### src/rtl/lc3_display_uart.sv
// lc3_display_uart: LC3 memory-mapped display (DSR/DDR) driving an 8N1 UART transmitter.
// Define DISPLAY_FIFO_EN for a 4-entry character FIFO instead of a single holding register.
module lc3_display_uart #(
    parameter int          CLKS_PER_BIT = 217,
    parameter logic [15:0] DSR_ADDR     = 16'hFE04,
    parameter logic [15:0] DDR_ADDR     = 16'hFE06
) (
    input  logic        i_CLK,
    input  logic        i_Reset,
    input  logic [15:0] i_Addr,
    input  logic        i_Wr_En,
    input  logic [15:0] i_Wr_Data,
    input  logic        i_Rd_En,
    output logic [15:0] o_Rd_Data,
    output logic        o_Rd_Valid,
    output logic        o_UART_TX,
    output logic        o_Overrun
);
    localparam int BW = $clog2(CLKS_PER_BIT + 1);
    typedef enum logic [1:0] {IDLE, START, DATA, STOP} state_t;
    state_t        state_q;
    logic [BW-1:0] baud_q;
    logic [2:0]    bit_q;
    logic [7:0]    shift_q, last_q, pop_byte;
    logic [15:0]   rd_data_q;
    logic          tx_q, overrun_q, rd_valid_q, ready, empty, pop, wr_ddr, accept, baud_end, unused_hi;
    assign wr_ddr    = i_Wr_En && i_Addr == DDR_ADDR;
    assign accept    = wr_ddr && ready;
    assign pop       = state_q == IDLE && !empty;
    assign baud_end  = baud_q == BW'(CLKS_PER_BIT - 1);
    assign unused_hi = ^i_Wr_Data[15:8];
`ifdef DISPLAY_FIFO_EN
    logic [7:0] mem_q [4];
    logic [1:0] rd_ptr_q, wr_ptr_q;
    logic [2:0] count_q, count_d;
    assign ready    = count_q != 3'd4;
    assign empty    = count_q == 3'd0;
    assign pop_byte = mem_q[rd_ptr_q];
    assign count_d  = count_q + {2'b0, accept} - {2'b0, pop};
    always_ff @(posedge i_CLK) begin
        if (i_Reset) begin
            rd_ptr_q <= '0;
            wr_ptr_q <= '0;
            count_q  <= '0;
        end else begin
            if (accept) begin
                mem_q[wr_ptr_q] <= i_Wr_Data[7:0];
                wr_ptr_q        <= wr_ptr_q + 2'd1;
            end
            if (pop) rd_ptr_q <= rd_ptr_q + 2'd1;
            count_q <= count_d;
        end
    end
`else
    logic [7:0] hold_q;
    logic       full_q;
    assign ready    = !full_q;
    assign empty    = !full_q;
    assign pop_byte = hold_q;
    // accept and pop are exclusive: pop needs a full register, accept needs an empty one
    always_ff @(posedge i_CLK) begin
        if (i_Reset) begin
            hold_q <= '0;
            full_q <= 1'b0;
        end else if (accept) begin
            hold_q <= i_Wr_Data[7:0];
            full_q <= 1'b1;
        end else if (pop) begin
            full_q <= 1'b0;
        end
    end
`endif
    always_ff @(posedge i_CLK) begin
        if (i_Reset) begin
            state_q <= IDLE;
            baud_q  <= '0;
            bit_q   <= '0;
            shift_q <= '0;
            tx_q    <= 1'b1;
        end else begin
            case (state_q)
                IDLE: if (pop) begin
                    shift_q <= pop_byte;
                    baud_q  <= '0;
                    tx_q    <= 1'b0;
                    state_q <= START;
                end
                START: if (baud_end) begin
                    baud_q  <= '0;
                    bit_q   <= '0;
                    tx_q    <= shift_q[0];
                    state_q <= DATA;
                end else baud_q <= baud_q + BW'(1);
                DATA: if (baud_end) begin
                    baud_q <= '0;
                    if (bit_q == 3'd7) begin
                        tx_q    <= 1'b1;
                        state_q <= STOP;
                    end else begin
                        bit_q   <= bit_q + 3'd1;
                        shift_q <= shift_q >> 1;
                        tx_q    <= shift_q[1];
                    end
                end else baud_q <= baud_q + BW'(1);
                STOP: if (baud_end) begin
                    baud_q  <= '0;
                    state_q <= IDLE;
                end else baud_q <= baud_q + BW'(1);
                default: state_q <= IDLE;
            endcase
        end
    end
    always_ff @(posedge i_CLK) begin
        if (i_Reset) begin
            last_q     <= '0;
            overrun_q  <= 1'b0;
            rd_valid_q <= 1'b0;
            rd_data_q  <= '0;
        end else begin
            if (accept) last_q <= i_Wr_Data[7:0];
            if (wr_ddr && !ready) overrun_q <= 1'b1;
            rd_valid_q <= i_Rd_En;
            rd_data_q  <= !i_Rd_En ? 16'h0000 :
                          i_Addr == DSR_ADDR ? {ready, 15'b0} :
                          i_Addr == DDR_ADDR ? {8'h00, last_q} : 16'h0000;
        end
    end
    assign o_Rd_Data  = rd_data_q;
    assign o_Rd_Valid = rd_valid_q;
    assign o_UART_TX  = tx_q;
    assign o_Overrun  = overrun_q;
endmodule

### config.mk
export PLATFORM = sky130hd
export DESIGN_NAME = lc3_display_uart
export DESIGN_NICKNAME = d
export VERILOG_FILES = /design/src/rtl/lc3_display_uart.sv
export SDC_FILE = /design/constraint.sdc
export NUM_CORES = 1
export LEC_CHECK = 0
export CAP_MARGIN = 10
export CORE_MARGIN = 3
export CORE_UTILIZATION = 40
export DETAILED_ROUTE_END_ITERATION = 7
export HOLD_SLACK_MARGIN = 0.1
export PLACE_DENSITY = 0.68
export SLEW_MARGIN = 20
export SYNTH_ARGS = -nofsm -noshare
export SYNTH_HDL_FRONTEND = slang
export SYNTH_SLANG_ARGS = --single-unit
### constraint.sdc
create_clock -name i_CLK -period 6.2 [get_ports i_CLK]
set_input_delay 1.86 -clock i_CLK [delete_from_list [all_inputs] [get_ports i_CLK]]
set_output_delay 1.86 -clock i_CLK [all_outputs]
set_load 0.005 [all_outputs]
==> flow_summary.rst, run 1 <==
.. list-table::
   :header-rows: 1

   * - Metric
     - Value
   * - Mean routed wirelength per cell
     - 12.81 um
   * - Worst Setup EP
     - last_q[1]
   * - Number of global-route vias before repair
     - 1557
   * - Smallest hold slack
     - 0.4757 ns
   * - Post-placement cell count
     - 319
   * - CTS HTree Levels
     - 2
   * - NetSw
     - 0.1808 mW
   * - Sum Neg Setup Slack
     - 0 ns
   * - Die area
     - 5978 sq um
   * - Number of max-cap violations
     - 0
   * - Sw frac
     - 0.2944
   * - Initial Utilization
     - 0.4223
   * - # diodes
     - 0
   * - Share of the synthesized area in the top cell type
     - 0.4133
   * - Filler instances
     - 478
   * - Max Clk Rate
     - 282.9 MHz
   * - Cell area after placement
     - 2430 sq um
   * - Synthesized netlist cell count
     - 225
   * - CTS sink cnt
     - 42
   * - Remaining global-route overflow
     - 0
   * - Warnings, synthesis
     - 0
   * - Sequential element share of the synthesized area
     - 0.4133
   * - TritonCTS clock tree
     - done
   * - Die width
     - 77.32 um
   * - Endpoints failing setup
     - 0
   * - Setup skew after layout
     - 0.01092 ns
   * - Vias per cell
     - 5.058
   * - Number of antenna violations at the first check in global routing
     - 0
   * - Vertical extent of the die
     - 77.32 um
   * - Maximum number of pins on one net before global-route repair
     - 31
   * - Max-Slew Margin vs Limit
     - 0.5310
   * - Core box area
     - 4817 sq um
   * - Number of different library cells in the post-synthesis netlist
     - 46
   * - Cell Rows
     - 25
   * - I/O Pins
     - 55
   * - Global router's overall resource usage
     - 0.1460
   * - Post-layout nets
     - 304
   * - Detailed-route DRC error count
     - 0
   * - Unrepaired setup endpoints after global routing
     - false
   * - Final period demand of the worst path
     - 3.535 ns
   * - Destination of the worst register-to-register timing path
     - shift_q[1]
   * - Endpoint required time on the critical path
     - 6.36 ns
   * - Critical path, cell by cell
     - clkdlybuf4s50_1 -> or4b_4 -> or4_4 -> o21ai_1 -> a21oi_1
   * - Number of setup buffers added after CTS
     - 0
   * - Worst R2R Path Depth
     - 6
   * - Ranking of synthesized cells by area
     - sky130_fd_sc_hd__dfxtp_1, sky130_fd_sc_hd__a21oi_1, sky130_fd_sc_hd__ha_1
   * - Arrival time reported for the critical path endpoint
     - 3.70 ns
   * - Clk network pwr share
     - 0.293
   * - Clock buffer count from CTS
     - 5
   * - Cell area after layout
     - 2517 sq um
   * - Count of nets left with antenna violations after detail routing
     - 0
   * - Largest driver fanout on the critical path
     - 10
   * - VDD IR-drop max
     - 0.1205 mV
   * - Number of buffer and inverter stages on the critical path
     - 1
   * - Dominant delay contributor by cell family on the critical path
     - simple AND/OR/NAND/NOR gates
   * - Synthesized area per cell
     - 9.042 sq um
   * - Placer Congestion
     - 0.8278
   * - Fraction of final layout cells sized beyond drive strength 1
     - 0.09231
   * - Final worst path period share
     - 0.5701
   * - Part of the total power dissipated in sequential elements
     - 0.499
   * - Final Hold Fails
     - 0
   * - Number of buffers inserted by port buffering
     - 39
   * - Total leakage power
     - 0.9284 nW
   * - Pre-Repair DR Iteration Count
     - 4
   * - Hold buffers post-CTS
     - 0
   * - Area growth from synthesis to final layout
     - 23.74%
   * - R2R setup slack
     - 4.01 ns
   * - Commonest cells after routing, fill and taps aside
     - sky130_fd_sc_hd__dfxtp_1, sky130_fd_sc_hd__clkdlybuf4s50_1, sky130_fd_sc_hd__a21oi_1
   * - Root cell of the clock tree
     - sky130_fd_sc_hd__clkbuf_8
   * - Final Slew Violations
     - 0
   * - Cell Area, Synth
     - 2034 sq um
   * - Aggregate routed wire length
     - 4188 um
   * - Cell with the largest stage delay on the worst path
     - sky130_fd_sc_hd__or4_4
   * - Overall via count from detail_route
     - 1654
   * - CP Capture Type
     - register
   * - Slew at the pin closest to its max-slew limit
     - 0.7026 ns
   * - Result of the run
     - finished clean
   * - Reg-to-reg startpoint
     - state_q[0]
   * - Combinational share of power
     - 0.207
   * - PostCTS Resize Cnt
     - 0
   * - Crit-path max cell delay
     - 0.64 ns
   * - Stages on worst setup path
     - 5
   * - Crit. Startpoint
     - i_Addr[0]
   * - First-iteration detailed-routing DRC count
     - 76
   * - FF+latch count, synth
     - 42
   * - Detail Placement HPWL
     - 3047 um
   * - Worst-path clk slew
     - 0.08 ns
   * - Final instance count without filler cells
     - 327
   * - Most common cell after layout, fill and taps aside
     - sky130_fd_sc_hd__dfxtp_1
   * - Cell-internal power
     - 0.4333 mW
   * - Class of the tightest hold or removal check
     - reg -> reg
   * - Maximum buffer depth of the clock tree
     - 2
   * - Most area-hungry cell type in the Yosys netlist
     - sky130_fd_sc_hd__dfxtp_1
   * - First-pass GRT wire length
     - 7176 um
   * - Class of the most critical setup path
     - in -> reg
   * - Cell Pwr Density
     - 243.9 nW/um^2
   * - Clock latency at the later pin of the worst-skew pair
     - 0.30 ns
   * - Worst hold path startpoint
     - o_Overrun
   * - Startpoint kind of the worst setup timing path
     - input pin
-- metal layers --
metal,share of wire,vias up,global-route usage
met1,0.48,751,0.1896
met4,0.018,0,0.06406
met5,0,-,0
li1,-,868,-
met3,0.026,8,0.02465
met2,0.48,27,0.2366
-- flip-flops by register name (all words and copies together) (netlist names) --
register / cells
o_Rd_Data: 9
baud_q: 8
last_q: 8
shift_q: 8
bit_q: 3
state_q: 2
full_q: 1
o_Overrun: 1
o_Rd_Valid: 1
o_UART_TX: 1
-- synth_stat cells (all sizes together) --
cell,n
nor2b,4
and3,1
dfxtp,42
a41oi,1
mux2i,1
or4,1
nor3,1
or3,1
buf,11
o31ai,1
o311ai,2
nand3,14
ha,9
xor2,2
o221a,7
xnor2,4
o21bai,1
and4,1
or2,1
inv,6
nor2,13
nor4b,1
or3b,1
o211a,1
and2,9
o21ai,12
nand4b,3
a31oi,1
clkbuf,7
a21oi,23
o22ai,8
nor4,3
nor3b,1
or4b,2
nand2b,10
nand2,11
mux2,1
o21a,1
conb,1
nand4,5
-- worst min path at each step --
stage	depth (start not counted)	endpoint
4_1_cts	1	o_Rd_Data[5]
5_1_grt	2	bit_q[1]
3_3_place_gp	2	o_Overrun
6_report	2	o_Overrun
2_1_floorplan	1	o_Rd_Data[0]
3_5_place_dp	1	o_Rd_Data[5]
-- cells by family (layout without fill, tap and decap cells) --
logic type / Yosys count / in the layout / synth area share
compound gates: 58 / 58 / 0.1814
xor+xnor: 6 / 6 / 0.02583
fa+ha+maj: 9 / 9 / 0.05535
buf+inv: 24 / 53 / 0.06089
flops: 42 / 42 / 0.4133
mux: 2 / 2 / 0.01045
other cells: 1 / 7 / 0.001843
simple gates: 83 / 83 / 0.2509
-- per-stage QoR --
| stage | setup WS, ns | power (mW) | util |
|---|---|---|---|
| 2_1_floorplan | 2.825 | 0.4007 | - |
| 3_3_place_gp | 2.348 | 0.4376 | 0.5044 |
| 3_5_place_dp | 2.325 | 0.4394 | 0.5044 |
| 4_1_cts | 2.643 | 0.6217 | 0.5236 |
| 5_1_grt | 2.595 | 0.6509 | 0.5226 |
| 6_report | 2.665 | 0.6140 | 0.5226 |
-- power by group through the flow --
stage | Clock (mW) | Sequential (mW) | Combinational (mW)
after global placement | 0 | 0.312 | 0.125
after global routing | 0.197 | 0.311 | 0.143
after floorplan | 0 | 0.309 | 0.0920
after detailed placement | 0 | 0.313 | 0.127
final | 0.180 | 0.307 | 0.127
after CTS | 0.188 | 0.307 | 0.127
-- area by class of cell --
cell class / instances / area, sq um / area share
Sequential cell: 42 / 840.8 / 0.3340
Inverter: 6 / 22.52 / 0.008946
Timing Repair Buffer: 39 / 385.4 / 0.1531
Clock inverter: 3 / 23.77 / 0.009443
Tap cell: 67 / 83.83 / 0.03330
Clock buffer: 5 / 68.82 / 0.02734
Multi-Input combinational cell: 165 / 1092 / 0.4339
-- worst min-delay path, stage by stage, from the launching register on --
cell and delay [ns]:
sky130_fd_sc_hd__dfxtp_1 0.33, sky130_fd_sc_hd__a41oi_1 0.04, sky130_fd_sc_hd__nor2_1 0.07
(Power assumes the default switching activity.)
==> run 2: changes to the inputs <==
clock period = 3.3 ns   (was 6.2 ns; I/O delays follow)
==> run 2 against run 1 <==
Against the previous run: die area is the same; clock power grew 91%; worst setup slack lost 2.1 ns; core utilization grew 0.73 points; design area grew 1.4%; critical path type unchanged; largest power group unchanged; highest routed layer unchanged.
==> flow_summary.rst, run 2 (synthesis gave the netlist of run 1 again) <==
.. list-table::
   :header-rows: 1

   * - Metric
     - Value
   * - Result of the run
     - finished clean (unchanged)
   * - Global router's overall resource usage
     - 0.1493 (was 0.1460)
   * - Worst slack at placement
     - 0.3085 ns (was 2.325 ns)
   * - TritonCTS clock tree
     - done (unchanged)
   * - Root cell of the clock tree
     - sky130_fd_sc_hd__clkbuf_8 (unchanged)
   * - Endpoints failing setup
     - 0 (unchanged)
   * - Largest driver fanout on the critical path
     - 10 (unchanged)
   * - Final worst path period share
     - 0.8139
   * - Aggregate routed wire length
     - 4271 um (was 4188 um)
   * - Vias per cell
     - 5.100 (was 5.058)
   * - Part of the total power dissipated in sequential elements
     - 0.496 (was 0.499)
   * - Clk network pwr share
     - 0.295 (was 0.293)
   * - NetSw
     - 0.3289 mW (was 0.1808 mW)
   * - Number of setup buffers added after CTS
     - 0 (unchanged)
   * - CTS sink cnt
     - 42 (unchanged)
   * - Placer Congestion
     - 0.7962 (was 0.8278)
   * - Number of global-route vias before repair
     - 1604 (was 1557)
   * - First-iteration detailed-routing DRC count
     - 145 (was 76)
   * - VDD IR-drop max
     - 0.2353 mV (was 0.1205 mV)
   * - Maximum buffer depth of the clock tree
     - 2 (unchanged)
   * - Remaining global-route overflow
     - 0 (unchanged)
   * - Detail Placement HPWL
     - 3131 um (was 3047 um)
   * - Initial Utilization
     - 0.4223 (unchanged)
   * - Arrival time reported for the critical path endpoint
     - 2.93 ns (was 3.70 ns)
   * - Class of the most critical setup path
     - in -> reg (unchanged)
   * - Pre-Repair DR Iteration Count
     - 6 (was 4)
   * - Max-Slew Margin vs Limit
     - 0.5901 (was 0.5310)
   * - Hold buffers post-CTS
     - 0 (unchanged)
   * - Number of max-cap violations
     - 0 (unchanged)
   * - Fraction of final layout cells sized beyond drive strength 1
     - 0.09542 (was 0.09231)
   * - Number of antenna violations at the first check in global routing
     - 0 (unchanged)
   * - Number of flip-flops under the largest register name
     - 9 (unchanged)
   * - Die width
     - 77.32 um (unchanged)
   * - Final Hold Fails
     - 0 (unchanged)
   * - Commonest cells after routing, fill and taps aside
     - sky130_fd_sc_hd__dfxtp_1, sky130_fd_sc_hd__clkdlybuf4s50_1, sky130_fd_sc_hd__a21oi_1 (unchanged)
   * - Cell Rows
     - 25 (unchanged)
   * - Final Slew Violations
     - 0 (unchanged)
   * - Cell area after placement
     - 2457 sq um (was 2430 sq um)
   * - Mean routed wirelength per cell
     - 12.98 um (was 12.81 um)
   * - Cell with the largest stage delay on the worst path
     - sky130_fd_sc_hd__or4_4 (unchanged)
   * - Vertical extent of the die
     - 77.32 um (unchanged)
   * - Clock latency at the later pin of the worst-skew pair
     - 0.29 ns (was 0.30 ns)
   * - Post-layout nets
     - 306 (was 304)
   * - Unrepaired setup endpoints after global routing
     - false (unchanged)
   * - Number of buffers inserted by port buffering
     - 39 (unchanged)
   * - Core box area
     - 4817 sq um (unchanged)
   * - Detailed-route DRC error count
     - 0 (unchanged)
   * - Die area
     - 5978 sq um (unchanged)
   * - Total Power
     - 1.163 mW (was 0.6140 mW)
   * - Setup slack of the critical path after layout
     - 0.6140 ns (was 2.665 ns)
   * - # diodes
     - 0 (unchanged)
   * - Count of nets left with antenna violations after detail routing
     - 0 (unchanged)
   * - Combinational share of power
     - 0.209 (was 0.207)
   * - Total leakage power
     - 0.9496 nW (was 0.9284 nW)
   * - Final period demand of the worst path
     - 2.686 ns
   * - PostCTS Resize Cnt
     - 0 (unchanged)
   * - Crit-path max cell delay
     - 0.65 ns (was 0.64 ns)
   * - Sum Neg Setup Slack
     - 0 ns (unchanged)
   * - CP Capture Type
     - register (unchanged)
   * - Setup skew after layout
     - 0.005149 ns (was 0.01092 ns)
   * - Cell-internal power
     - 0.8337 mW (was 0.4333 mW)
   * - Maximum number of pins on one net before global-route repair
     - 21 (was 31)
   * - Endpoint required time on the critical path
     - 3.54 ns (was 6.36 ns)
   * - Class of the tightest hold or removal check
     - reg -> reg (unchanged)
   * - Worst-path clk slew
     - 0.08 ns (about the same)
   * - End-of-flow core utilization
     - 0.5299 (was 0.5226)
   * - Cell area after layout
     - 2552 sq um (was 2517 sq um)
   * - Max Clk Rate
     - 372.3 MHz
   * - Sw frac
     - 0.2829 (was 0.2944)
   * - Clock buffer count from CTS
     - 5 (unchanged)
   * - First-pass GRT wire length
     - 7327 um (was 7176 um)
   * - Most common cell after layout, fill and taps aside
     - sky130_fd_sc_hd__dfxtp_1 (unchanged)
   * - Critical path, cell by cell
     - clkdlybuf4s50_1 -> or4b_4 -> or4_4 -> nor2_8 -> and2_1 (was clkdlybuf4s50_1 -> or4b_4 -> or4_4 -> o21ai_1 -> a21oi_1)
   * - Cell Pwr Density
     - 455.5 nW/um^2 (was 243.9 nW/um^2)
   * - I/O Pins
     - 55 (unchanged)
   * - Overall via count from detail_route
     - 1678 (was 1654)
   * - Area growth from synthesis to final layout
     - 25.46% (was 23.74%)
   * - CTS HTree Levels
     - 2 (unchanged)
   * - Startpoint kind of the worst setup timing path
     - input pin (unchanged)
   * - Slew at the pin closest to its max-slew limit
     - 0.6148 ns (was 0.7026 ns)
run 2: area by class of cell:
| cell class | count | area [sq um] |
|---|---|---|
| clock buffers | 6 | 82.58 |
| clock inverters | 2 | 12.51 |
| fillers | 488 | 2265 |
| inverters | 6 | 22.52 |
| multi-input cells | 165 | 1092 |
| flip-flops and latches | 42 | 840.8 |
| well taps | 67 | 83.83 |
| repair buffers | 41 | 417.9 |
run 2: final timing paths:
path         startpoint      endpoint  slack (ns)  depth (start not counted)
max           i_Addr[0]  o_Rd_Data[6]        0.61                          5
min           o_Overrun     o_Overrun        0.47                          2
max reg2reg  state_q[0]    shift_q[1]        1.12                          5
min reg2reg   o_Overrun     o_Overrun        0.47                          2
run 2: critical path: cells and delay by family:
| kind | cells | cell delay [ns] |
|---|---|---|
| buf+inv | 1 | 0.40 |
| simple gates | 4 | 1.54 |
run 2: metal layers:
metal,GRT usage,part of all wire,vias up
li1,-,-,866
met4,0.05872,0.013,0
met3,0.03521,0.034,4
met1,0.1934,0.48,778
met2,0.2383,0.47,30
met5,0,0,-
run 2: power groups by stage:
stage	combinational (mW)	sequential, mW	clock, mW
2_1_floorplan	0.173	0.580	0
3_3_place_gp	0.239	0.587	0
3_5_place_dp	0.241	0.587	0
4_1_cts	0.242	0.576	0.356
5_1_grt	0.270	0.582	0.385
6_report	0.243	0.576	0.344
run 2: through the flow:
step                hold slack (ns)  std cells
floorplan                    0.4401        231
global placement             0.4529        321
detailed placement           0.4636        321
CTS                          0.4770        329
global route                 0.5122        329
finish                       0.4721        329
==> run 3: changes to the inputs <==
PLACE_DENSITY = 0.71   (was 0.68)
clock period = 2.3 ns   (was 3.3 ns; I/O delays follow)
==> run 3 against run 2 <==
Against the previous run: wire length is 5.9% higher; combinational power up 61%; flip-flop and latch count is the same; core utilization grew 2.6 points; non-clock buffer count is 11 higher; worst hold slack improved by 0.0021 ns; sequential power increased by 43%; critical endpoint is now last_q[6]; cell count rose by 3.6%; global-route usage shrank 0.080 points.
==> flow_summary.rst, run 3 (synthesis gave the netlist of run 1 again) <==
.. list-table::
   :header-rows: 1

   * - Metric
     - Value
   * - Result of the run
     - finished clean (unchanged)
   * - Maximum buffer depth of the clock tree
     - 2 (unchanged)
   * - Fraction of final layout cells sized beyond drive strength 1
     - 0.1496 (was 0.09542)
   * - # diodes
     - 0 (unchanged)
   * - Cell area after layout
     - 2678 sq um (was 2552 sq um)
   * - Final worst path period share
     - 0.9600
   * - Detail Placement HPWL
     - 3180 um (was 3131 um)
   * - Number of global-route vias before repair
     - 1625 (was 1604)
   * - Class of the tightest hold or removal check
     - reg -> reg (unchanged)
   * - Vias per cell
     - 5.170 (was 5.100)
   * - CTS HTree Levels
     - 2 (unchanged)
   * - Number of flip-flops under the largest register name
     - 9 (unchanged)
   * - Placer Congestion
     - 0.8060 (was 0.7962)
   * - Met2 GRT Util
     - 0.2478 (was 0.2383)
   * - TritonCTS clock tree
     - done (unchanged)
   * - Largest driver fanout on the critical path
     - 9 (was 10)
   * - Final period demand of the worst path
     - 2.208 ns
   * - CP Capture Type
     - register (unchanged)
   * - Cell area after placement
     - 2540 sq um (was 2457 sq um)
   * - Mean routed wirelength per cell
     - 13.26 um (was 12.98 um)
   * - Cell Pwr Density
     - 640.7 nW/um^2 (was 455.5 nW/um^2)
   * - Clk network pwr share
     - 0.291 (was 0.295)
   * - First-pass GRT wire length
     - 7341 um (was 7327 um)
   * - Root cell of the clock tree
     - sky130_fd_sc_hd__clkbuf_8 (unchanged)
   * - Pre-Repair DR Iteration Count
     - 4 (was 6)
   * - Initial Utilization
     - 0.4223 (unchanged)
   * - Combinational share of power
     - 0.228 (was 0.209)
   * - I/O Pins
     - 55 (unchanged)
   * - Class of the most critical setup path
     - in -> reg (unchanged)
   * - CTS sink cnt
     - 42 (unchanged)
   * - Endpoints failing setup
     - 0 (unchanged)
   * - Startpoint kind of the worst setup timing path
     - input pin (unchanged)
   * - Post-layout nets
     - 318 (was 306)
   * - Clock buffer count from CTS
     - 5 (unchanged)
   * - Detailed-route DRC error count
     - 0 (unchanged)
   * - Slew at the pin closest to its max-slew limit
     - 0.5523 ns (was 0.6148 ns)
   * - Met3 routing resource usage after global routing
     - 0.02465 (was 0.03521)
   * - Max-Slew Margin vs Limit
     - 0.6293 (was 0.5901)
   * - Area growth from synthesis to final layout
     - 31.61% (was 25.46%)
   * - Unrepaired setup endpoints after global routing
     - false (unchanged)
   * - Setup skew after layout
     - 0.007614 ns (was 0.005149 ns)
   * - Cell-internal power
     - 1.200 mW (was 0.8337 mW)
   * - Part of the total power dissipated in sequential elements
     - 0.481 (was 0.496)
   * - Core box area
     - 4817 sq um (unchanged)
   * - Commonest cells after routing, fill and taps aside
     - sky130_fd_sc_hd__dfxtp_1, sky130_fd_sc_hd__clkdlybuf4s50_1, sky130_fd_sc_hd__a21oi_1 (unchanged)
   * - Remaining global-route overflow
     - 0 (unchanged)
   * - VDD IR-drop max
     - 0.2654 mV (was 0.2353 mV)
   * - Die area
     - 5978 sq um (unchanged)
   * - Number of buffers inserted by port buffering
     - 39 (unchanged)
   * - Met1 Use GR
     - 0.1898 (was 0.1934)
   * - NetSw
     - 0.5159 mW (was 0.3289 mW)
   * - Hold buffers post-CTS
     - 0 (unchanged)
   * - Final Slew Violations
     - 0 (unchanged)
   * - Aggregate routed wire length
     - 4523 um (was 4271 um)
   * - Global router's overall resource usage
     - 0.1485 (was 0.1493)
   * - Total leakage power
     - 1.048 nW (was 0.9496 nW)
   * - Max Clk Rate
     - 452.9 MHz
   * - Clock latency at the later pin of the worst-skew pair
     - 0.30 ns (was 0.29 ns)
   * - Count of nets left with antenna violations after detail routing
     - 0 (unchanged)
   * - Arrival time reported for the critical path endpoint
     - 2.44 ns (was 2.93 ns)
   * - Endpoint required time on the critical path
     - 2.53 ns (was 3.54 ns)
   * - GRT Max-Usage Layer
     - met2 (unchanged)
   * - Overall via count from detail_route
     - 1763 (was 1678)
   * - Vertical extent of the die
     - 77.32 um (unchanged)
   * - Worst-path clk slew
     - 0.09 ns (was 0.08 ns)
   * - Final Hold Fails
     - 0 (unchanged)
   * - Number of max-cap violations
     - 0 (unchanged)
   * - Total Power
     - 1.716 mW (was 1.163 mW)
   * - Sw frac
     - 0.3007 (was 0.2829)
   * - Maximum number of pins on one net before global-route repair
     - 30 (was 21)
   * - Most common cell after layout, fill and taps aside
     - sky130_fd_sc_hd__dfxtp_1 (unchanged)
   * - Number of antenna violations at the first check in global routing
     - 0 (unchanged)
   * - Die width
     - 77.32 um (unchanged)
   * - Number of setup buffers added after CTS
     - 0 (unchanged)
   * - First-iteration detailed-routing DRC count
     - 147 (was 145)
   * - Cell Rows
     - 25 (unchanged)
==> run 3: area by class of cell <==
cell class / instances / area (sq um)
fill: 446 / 2140
multi-input combinational: 166 / 1125
sequential: 42 / 840.8
timing repair buffer: 52 / 511.7
tap: 67 / 83.83
clock buffer: 5 / 68.82
clock inverter: 3 / 25.02
inverter: 6 / 22.52
==> run 3: per-stage QoR <==
step	TNS, ns	hold WS, ns	setup WS, ns	util	std cells
floorplan	0	0.4401	0.09453	-	231
global placement	-5.821	0.4541	-0.3381	0.5273	332
detailed placement	-6.008	0.4545	-0.3574	0.5273	332
CTS	0	0.4766	0.0008147	0.5462	340
global route	0	0.5035	0.008969	0.5558	341
finish	0	0.4742	0.09205	0.5558	341
==> run 3: power groups by stage <==
stage          Sequential (mW)  Combinational, mW  Clock (mW)
2_1_floorplan            0.832              0.248           0
3_3_place_gp             0.841              0.374           0
3_5_place_dp             0.841              0.385           0
4_1_cts                  0.824              0.387       0.512
5_1_grt                  0.837              0.427       0.543
6_report                 0.825              0.391       0.500
==> run 3: critical path: stages <==
cell	delay (ns)
sky130_fd_sc_hd__clkdlybuf4s50_1	0.44
sky130_fd_sc_hd__or4b_4	0.48
sky130_fd_sc_hd__buf_4	0.16
sky130_fd_sc_hd__nor4_4	0.28
sky130_fd_sc_hd__buf_6	0.17
sky130_fd_sc_hd__nand3_1	0.08
sky130_fd_sc_hd__a21oi_1	0.14
==> run 3: layer usage <==
layer | wire length, um | up-vias | part of all wire
li1 | - | 901 | -
met1 | 2220 | 823 | 0.49
met2 | 2082 | 32 | 0.46
met3 | 142 | 7 | 0.031
met4 | 78 | 0 | 0.017
met5 | 0 | - | 0
==> run 3: timing repair <==
item	in CTS	in global routing
resized for setup	2	11
cloned	0	1
endpoints found under the hold margin	0	0
pin swaps	0	4
setup endpoints to repair	9	14
==> run 3: path summary, 6_finish.rpt <==
kind              startpoint            to  slack, ns  cells after the start
setup reg to reg  state_q[0]    shift_q[6]       0.46                      6
hold reg to reg    last_q[4]  o_Rd_Data[4]       0.47                      1
hold / removal     last_q[4]  o_Rd_Data[4]       0.47                      1
setup / recovery   i_Addr[2]     last_q[6]       0.09                      7
